### src/rtl/uart_tx_param.sv
// uart_tx_param: parametrised UART transmitter with a ready/valid input.
// Frame = start bit, DATA_BITS data bits LSB first, optional parity bit,
// then STOP_BITS stop bits. Every bit lasts CLK_FREQ/BAUD clocks, truncated.
module uart_tx_param #(
    parameter int CLK_FREQ  = 32'sd50_000_000,
    parameter int BAUD      = 32'sd9600,
    parameter int DATA_BITS = 32'sd8,
    parameter int PARITY    = 32'sd0,
    parameter int STOP_BITS = 32'sd1
) (
    input  logic                 sys_clk,
    input  logic                 sys_rst_n,
    input  logic [DATA_BITS-1:0] in_data,
    input  logic                 in_valid,
    output logic                 in_ready,
    output logic                 tx,
    output logic                 busy,
    output logic                 tx_done
);

    localparam int BAUD_DIV = CLK_FREQ / BAUD;
    localparam int CW       = $clog2(BAUD_DIV);

    localparam logic [CW-1:0] BAUD_LAST  = CW'(BAUD_DIV - 32'sd1);
    localparam logic [CW-1:0] BAUD_ONE   = CW'(1'b1);
    localparam logic [3:0]    LAST_BIT   = 4'(DATA_BITS - 32'sd1);
    localparam logic [3:0]    STOP_LAST  = 4'(STOP_BITS - 32'sd1);
    localparam logic          HAS_PARITY = (PARITY != 32'sd0);
    localparam logic          ODD_PARITY = (PARITY == 32'sd1);

    typedef enum logic [2:0] {
        S_IDLE   = 3'd0,
        S_START  = 3'd1,
        S_DATA   = 3'd2,
        S_PARITY = 3'd3,
        S_STOP   = 3'd4
    } state_t;

    // Even parity is the XOR of the data bits; odd parity is its inverse.
    function automatic logic f_parity_bit(input logic [DATA_BITS-1:0] d);
        logic even;
        even = ^d;
        return ODD_PARITY ? ~even : even;
    endfunction

    state_t                 r_state;
    state_t                 w_state_next;
    logic [CW-1:0]          r_baud_cnt;
    logic [3:0]             r_bit_cnt;
    logic [DATA_BITS-1:0]   r_shift;
    logic                   r_par;
    logic                   r_tx;
    logic                   r_tx_done;
    logic                   w_tick;
    logic                   w_accept;

    assign w_tick   = (r_baud_cnt == BAUD_LAST);
    assign w_accept = in_valid && (r_state == S_IDLE);

    assign in_ready = (r_state == S_IDLE);
    assign busy     = (r_state != S_IDLE);
    assign tx       = r_tx;
    assign tx_done  = r_tx_done;

    // State register; reset returns to IDLE and discards any frame in flight.
    always_ff @(posedge sys_clk) begin
        if (!sys_rst_n) begin
            r_state <= S_IDLE;
        end else begin
            r_state <= w_state_next;
        end
    end

    // Next-state logic: leave IDLE on accept, otherwise advance one bit per baud tick.
    always_comb begin
        w_state_next = r_state;
        case (r_state)
            S_IDLE: begin
                if (w_accept) w_state_next = S_START;
                else          w_state_next = S_IDLE;
            end
            S_START: begin
                if (w_tick) w_state_next = S_DATA;
                else        w_state_next = S_START;
            end
            S_DATA: begin
                if (w_tick && (r_bit_cnt == LAST_BIT)) begin
                    if (HAS_PARITY) w_state_next = S_PARITY;
                    else            w_state_next = S_STOP;
                end else begin
                    w_state_next = S_DATA;
                end
            end
            S_PARITY: begin
                if (w_tick) w_state_next = S_STOP;
                else        w_state_next = S_PARITY;
            end
            S_STOP: begin
                if (w_tick && (r_bit_cnt == STOP_LAST)) w_state_next = S_IDLE;
                else                                    w_state_next = S_STOP;
            end
            default: w_state_next = S_IDLE;
        endcase
    end

    // Baud counter: free-runs 0..BAUD_DIV-1 while busy, held at 0 in IDLE.
    always_ff @(posedge sys_clk) begin
        if (!sys_rst_n) begin
            r_baud_cnt <= '0;
        end else if (r_state == S_IDLE) begin
            r_baud_cnt <= '0;
        end else if (w_tick) begin
            r_baud_cnt <= '0;
        end else begin
            r_baud_cnt <= r_baud_cnt + BAUD_ONE;
        end
    end

    // Datapath: latch word and parity on accept, drive the line bit by bit.
    always_ff @(posedge sys_clk) begin
        if (!sys_rst_n) begin
            r_bit_cnt <= 4'd0;
            r_shift   <= '0;
            r_par     <= 1'b0;
            r_tx      <= 1'b1;
            r_tx_done <= 1'b0;
        end else begin
            r_tx_done <= 1'b0;
            case (r_state)
                S_IDLE: begin
                    r_bit_cnt <= 4'd0;
                    if (w_accept) begin
                        r_shift <= in_data;
                        r_par   <= f_parity_bit(in_data);
                        r_tx    <= 1'b0;
                    end else begin
                        r_tx    <= 1'b1;
                    end
                end
                S_START: begin
                    if (w_tick) begin
                        r_tx      <= r_shift[0];
                        r_shift   <= {1'b0, r_shift[DATA_BITS-1:1]};
                        r_bit_cnt <= 4'd0;
                    end
                end
                S_DATA: begin
                    if (w_tick) begin
                        if (r_bit_cnt == LAST_BIT) begin
                            r_bit_cnt <= 4'd0;
                            r_tx      <= HAS_PARITY ? r_par : 1'b1;
                        end else begin
                            r_bit_cnt <= r_bit_cnt + 4'd1;
                            r_tx      <= r_shift[0];
                            r_shift   <= {1'b0, r_shift[DATA_BITS-1:1]};
                        end
                    end
                end
                S_PARITY: begin
                    if (w_tick) begin
                        r_tx      <= 1'b1;
                        r_bit_cnt <= 4'd0;
                    end
                end
                S_STOP: begin
                    r_tx <= 1'b1;
                    if (w_tick) begin
                        if (r_bit_cnt == STOP_LAST) begin
                            r_bit_cnt <= 4'd0;
                            r_tx_done <= 1'b1;
                        end else begin
                            r_bit_cnt <= r_bit_cnt + 4'd1;
                        end
                    end
                end
                default: begin
                    r_bit_cnt <= 4'd0;
                    r_tx      <= 1'b1;
                end
            endcase
        end
    end

endmodule
### config.mk
export PLATFORM = sky130hd
export DESIGN_NAME = uart_tx_param
export DESIGN_NICKNAME = d
export VERILOG_FILES = /design/src/rtl/uart_tx_param.sv
export SDC_FILE = /design/constraint.sdc
export NUM_CORES = 1
export LEC_CHECK = 0
export CAP_MARGIN = 10
export CORE_MARGIN = 10
export CORE_UTILIZATION = 39
export CTS_CLUSTER_SIZE = 14
export DETAILED_ROUTE_END_ITERATION = 8
export GPL_ROUTABILITY_DRIVEN = 0
export HOLD_SLACK_MARGIN = 0.15
export SLEW_MARGIN = 20
export SYNTH_ARGS = -nofsm -noshare
export SYNTH_HDL_FRONTEND = slang
export SYNTH_SLANG_ARGS = --single-unit
### constraint.sdc
create_clock -name sys_clk -period 2.7 [get_ports sys_clk]
set_input_delay 0.54 -clock sys_clk [delete_from_list [all_inputs] [get_ports sys_clk]]
set_output_delay 0.54 -clock sys_clk [all_outputs]
set_load 0.01 [all_outputs]
==> out/results.ini <==
[power_and_ir_drop]
power.density_nw_per_um2 = 517
clock_power_share = 0.382
comb_power_share = 0.111
internal-power_w = 0.000706
p_leak_nw = 0.572
ir_drop_mv = 0.294
power_switching_w = 0.000225
p_sw_frac = 0.242
p_seq_frac = 0.507

[placed_design]
port_buffers = 14
place_ws_ps = 573
placed_cell_area_sq_um = 1720
dp_hpwl_mm = 2.43

[synth]
synth_common_cells = 30 x dfxtp_1, 22 x nor2_1, 16 x nand2_1, 12 x a21oi_1, 11 x o21ai_0
ys_seq_area_frac = 0.393
postSynthAreaPerCell_sq_um = 8.54
synthArstFlopShare = 0
yosysMostFrequentCell = dfxtp_1
yosys_register_bits = 30
yosysWarnings = 0
synth_cell_types = 43
synth_area_sq_um = 1530
syn-instance-count = 179
synth_edf_count = 0
synthFlopType = dfxtp_1
syn_nets = 193
yosys.area.top_type = dfxtp_1
synth_top_area_frac = 0.393
synth.area.top_cells = dfxtp_1 39%, xnor2_1 5.7%, nor2_1 5.4%, a311oi_1 4.0%, a21oi_1 3.9%

[critical_path]
cp.required_ps = 2160
worstPathCellList = nor3_1, inv_1, clkdlybuf4s50_1
crit_type = register to output pin
arrival_ps = 1650
endpoint_kind = output pin
cp_slowest_stage_delay_ps = 550
worstPathMaxFanout = 11
cp_top_family = buffers and inverters
cp-start-kind = register
worst_path_max_delay_cell = dfxtp_1
cp_num_buf_inv = 2

[sta]
slew_headroom = 0.635
fmax_ghz = 0.458
finalCriticalPeriod_ps = 2190
finalClockSkew_ps = 9.85
timing.hold.ws_ps = 455
finalCritPeriodShare = 0.809
rsz0062_at_grt = false
hold_viol = 0
fin_ws_ps = 514
drv_slew = 0
fin_tns_setup_ps = 0
tightest_slew_ps = 543
finalSetupViolCount = 0

[layout]
regArea_sq_um = 601
fillCellCount = 367
diodes = 0
multi_input_area_sq_um = 852
drive_gt1_frac = 0.0974
fin_nets = 210
fin_area_sq_um = 1800
syn2layout_area_growth_pct = 17.7
post-route-util = 0.484

[routing]
drtPass1Iterations = 4
wl_per_cell_um = 14.0
drt_iter0_drc = 109
viasPerCell = 5.60
num_vias = 1361
wl_mm = 3.41
drc = 0
antenna_left = 0

[grt]
grt_pass1_wl_mm = 5.71
antenna_found_initial = 0
overflow = 0
grt_max_degree = 18
grtUsageTotal = 0.106
grt_pass1_vias = 1320

[floorplanning]
die_area_sq_um = 6830
die_width_um = 82.6
start_util = 0.411
fp.coreArea_sq_um = 3720
num_rows = 22
die_h_um = 82.6
io_pins = 15

[clock_network]
cts_resized = 0
hold_buffers = 0
cts_post_setup_buffers_inserted = 0
cts_buffers = 5
htreeDepth = 2
clk_pin_slew_ps = 70
tritoncts = done
insertion_delay_ps = 280
cts_root_buf = clkbuf_8
cts.sinks = 30
clock_path_buffers = 2

[run]
max_cap_violations = 0

[hold_path]
hold_path.class = register to register

[run_status]
outcome = finished, final reports clean

==> layer usage <==
layer  share of wire  vias up  wire (um)  global-route usage
li1                -      677          -                   -
met5               0        -          0                   0
met2            0.51       27       1750               0.181
met3           0.046        5        158              0.0346
met1            0.43      652       1460               0.115
met4           0.010        0         35              0.0518
==> final timing paths <==
check                              startpoint       endpoint  slack [ps]  cells past startpoint
worst max-delay path               r_state[0]           busy         510                      3
worst min-delay path            r_baud_cnt[0]  r_baud_cnt[0]         450                      1
worst max register to register  r_baud_cnt[7]     r_shift[0]         570                      4
worst min register to register  r_baud_cnt[0]  r_baud_cnt[0]         450                      1
==> cell families after synthesis <==
family | Yosys count | synth area share
AND/OR/NAND/NOR | 69 | 0.236
XOR/XNOR | 13 | 0.0745
adder cells (fa/ha/maj) | 3 | 0.0246
flip-flops | 30 | 0.393
buffers and inverters | 17 | 0.0499
AO/OA/AOI/OAI | 47 | 0.223
==> layout make-up <==
type	count	area share
clock buffers	6	0.0459
inverters	9	0.0188
multi-input cells	132	0.474
flip-flops and latches	30	0.334
well taps	48	0.0334
repair buffers	18	0.0946
==> flip-flops by register name, indices dropped and copies added (netlist names) <==
register    flops
r_baud_cnt     13
r_bit_cnt       4
r_shift         8
r_state         3
tx              1
tx_done         1
==> power groups by stage <==
stage | sequential, W | clock (W) | combinational, W
global placement | 0.000480 | 0 | 0.000102
CTS | 0.000472 | 0.000358 | 0.000104
finish | 0.000472 | 0.000355 | 0.000104
detailed placement | 0.000481 | 0 | 0.000104
floorplan | 0.000476 | 0 | 0.0000669
global route | 0.000474 | 0.000376 | 0.000115
==> placed cells by master, fill, tap and decap left out, types with 2 or more instances in the layout <==
cell | synthesis | routed
dfxtp_1 | 30 | 30
nor2_1 | 22 | 22
nand2_1 | 16 | 16
clkdlybuf4s50_1 | 0 | 14
a21oi_1 | 12 | 12
o21ai_0 | 11 | 11
xnor2_1 | 10 | 10
inv_1 | 9 | 9
nor3_1 | 7 | 7
nand3_1 | 7 | 7
a311oi_1 | 7 | 7
clkbuf_8 | 0 | 6
buf_4 | 1 | 4
xor2_1 | 3 | 3
o211ai_1 | 3 | 3
ha_1 | 3 | 3
or3b_2 | 2 | 2
o32ai_1 | 2 | 2
nor4_1 | 2 | 2
nand4_1 | 2 | 2
a22oi_1 | 2 | 2
==> metrics by stage <==
step                      power (W)  std cells
final                      0.000931        243
after detailed placement   0.000585        237
after CTS                  0.000934        243
after global placement     0.000582        237
after floorplan            0.000543        179
after global routing       0.000965        243
(Power assumes the default switching activity.)
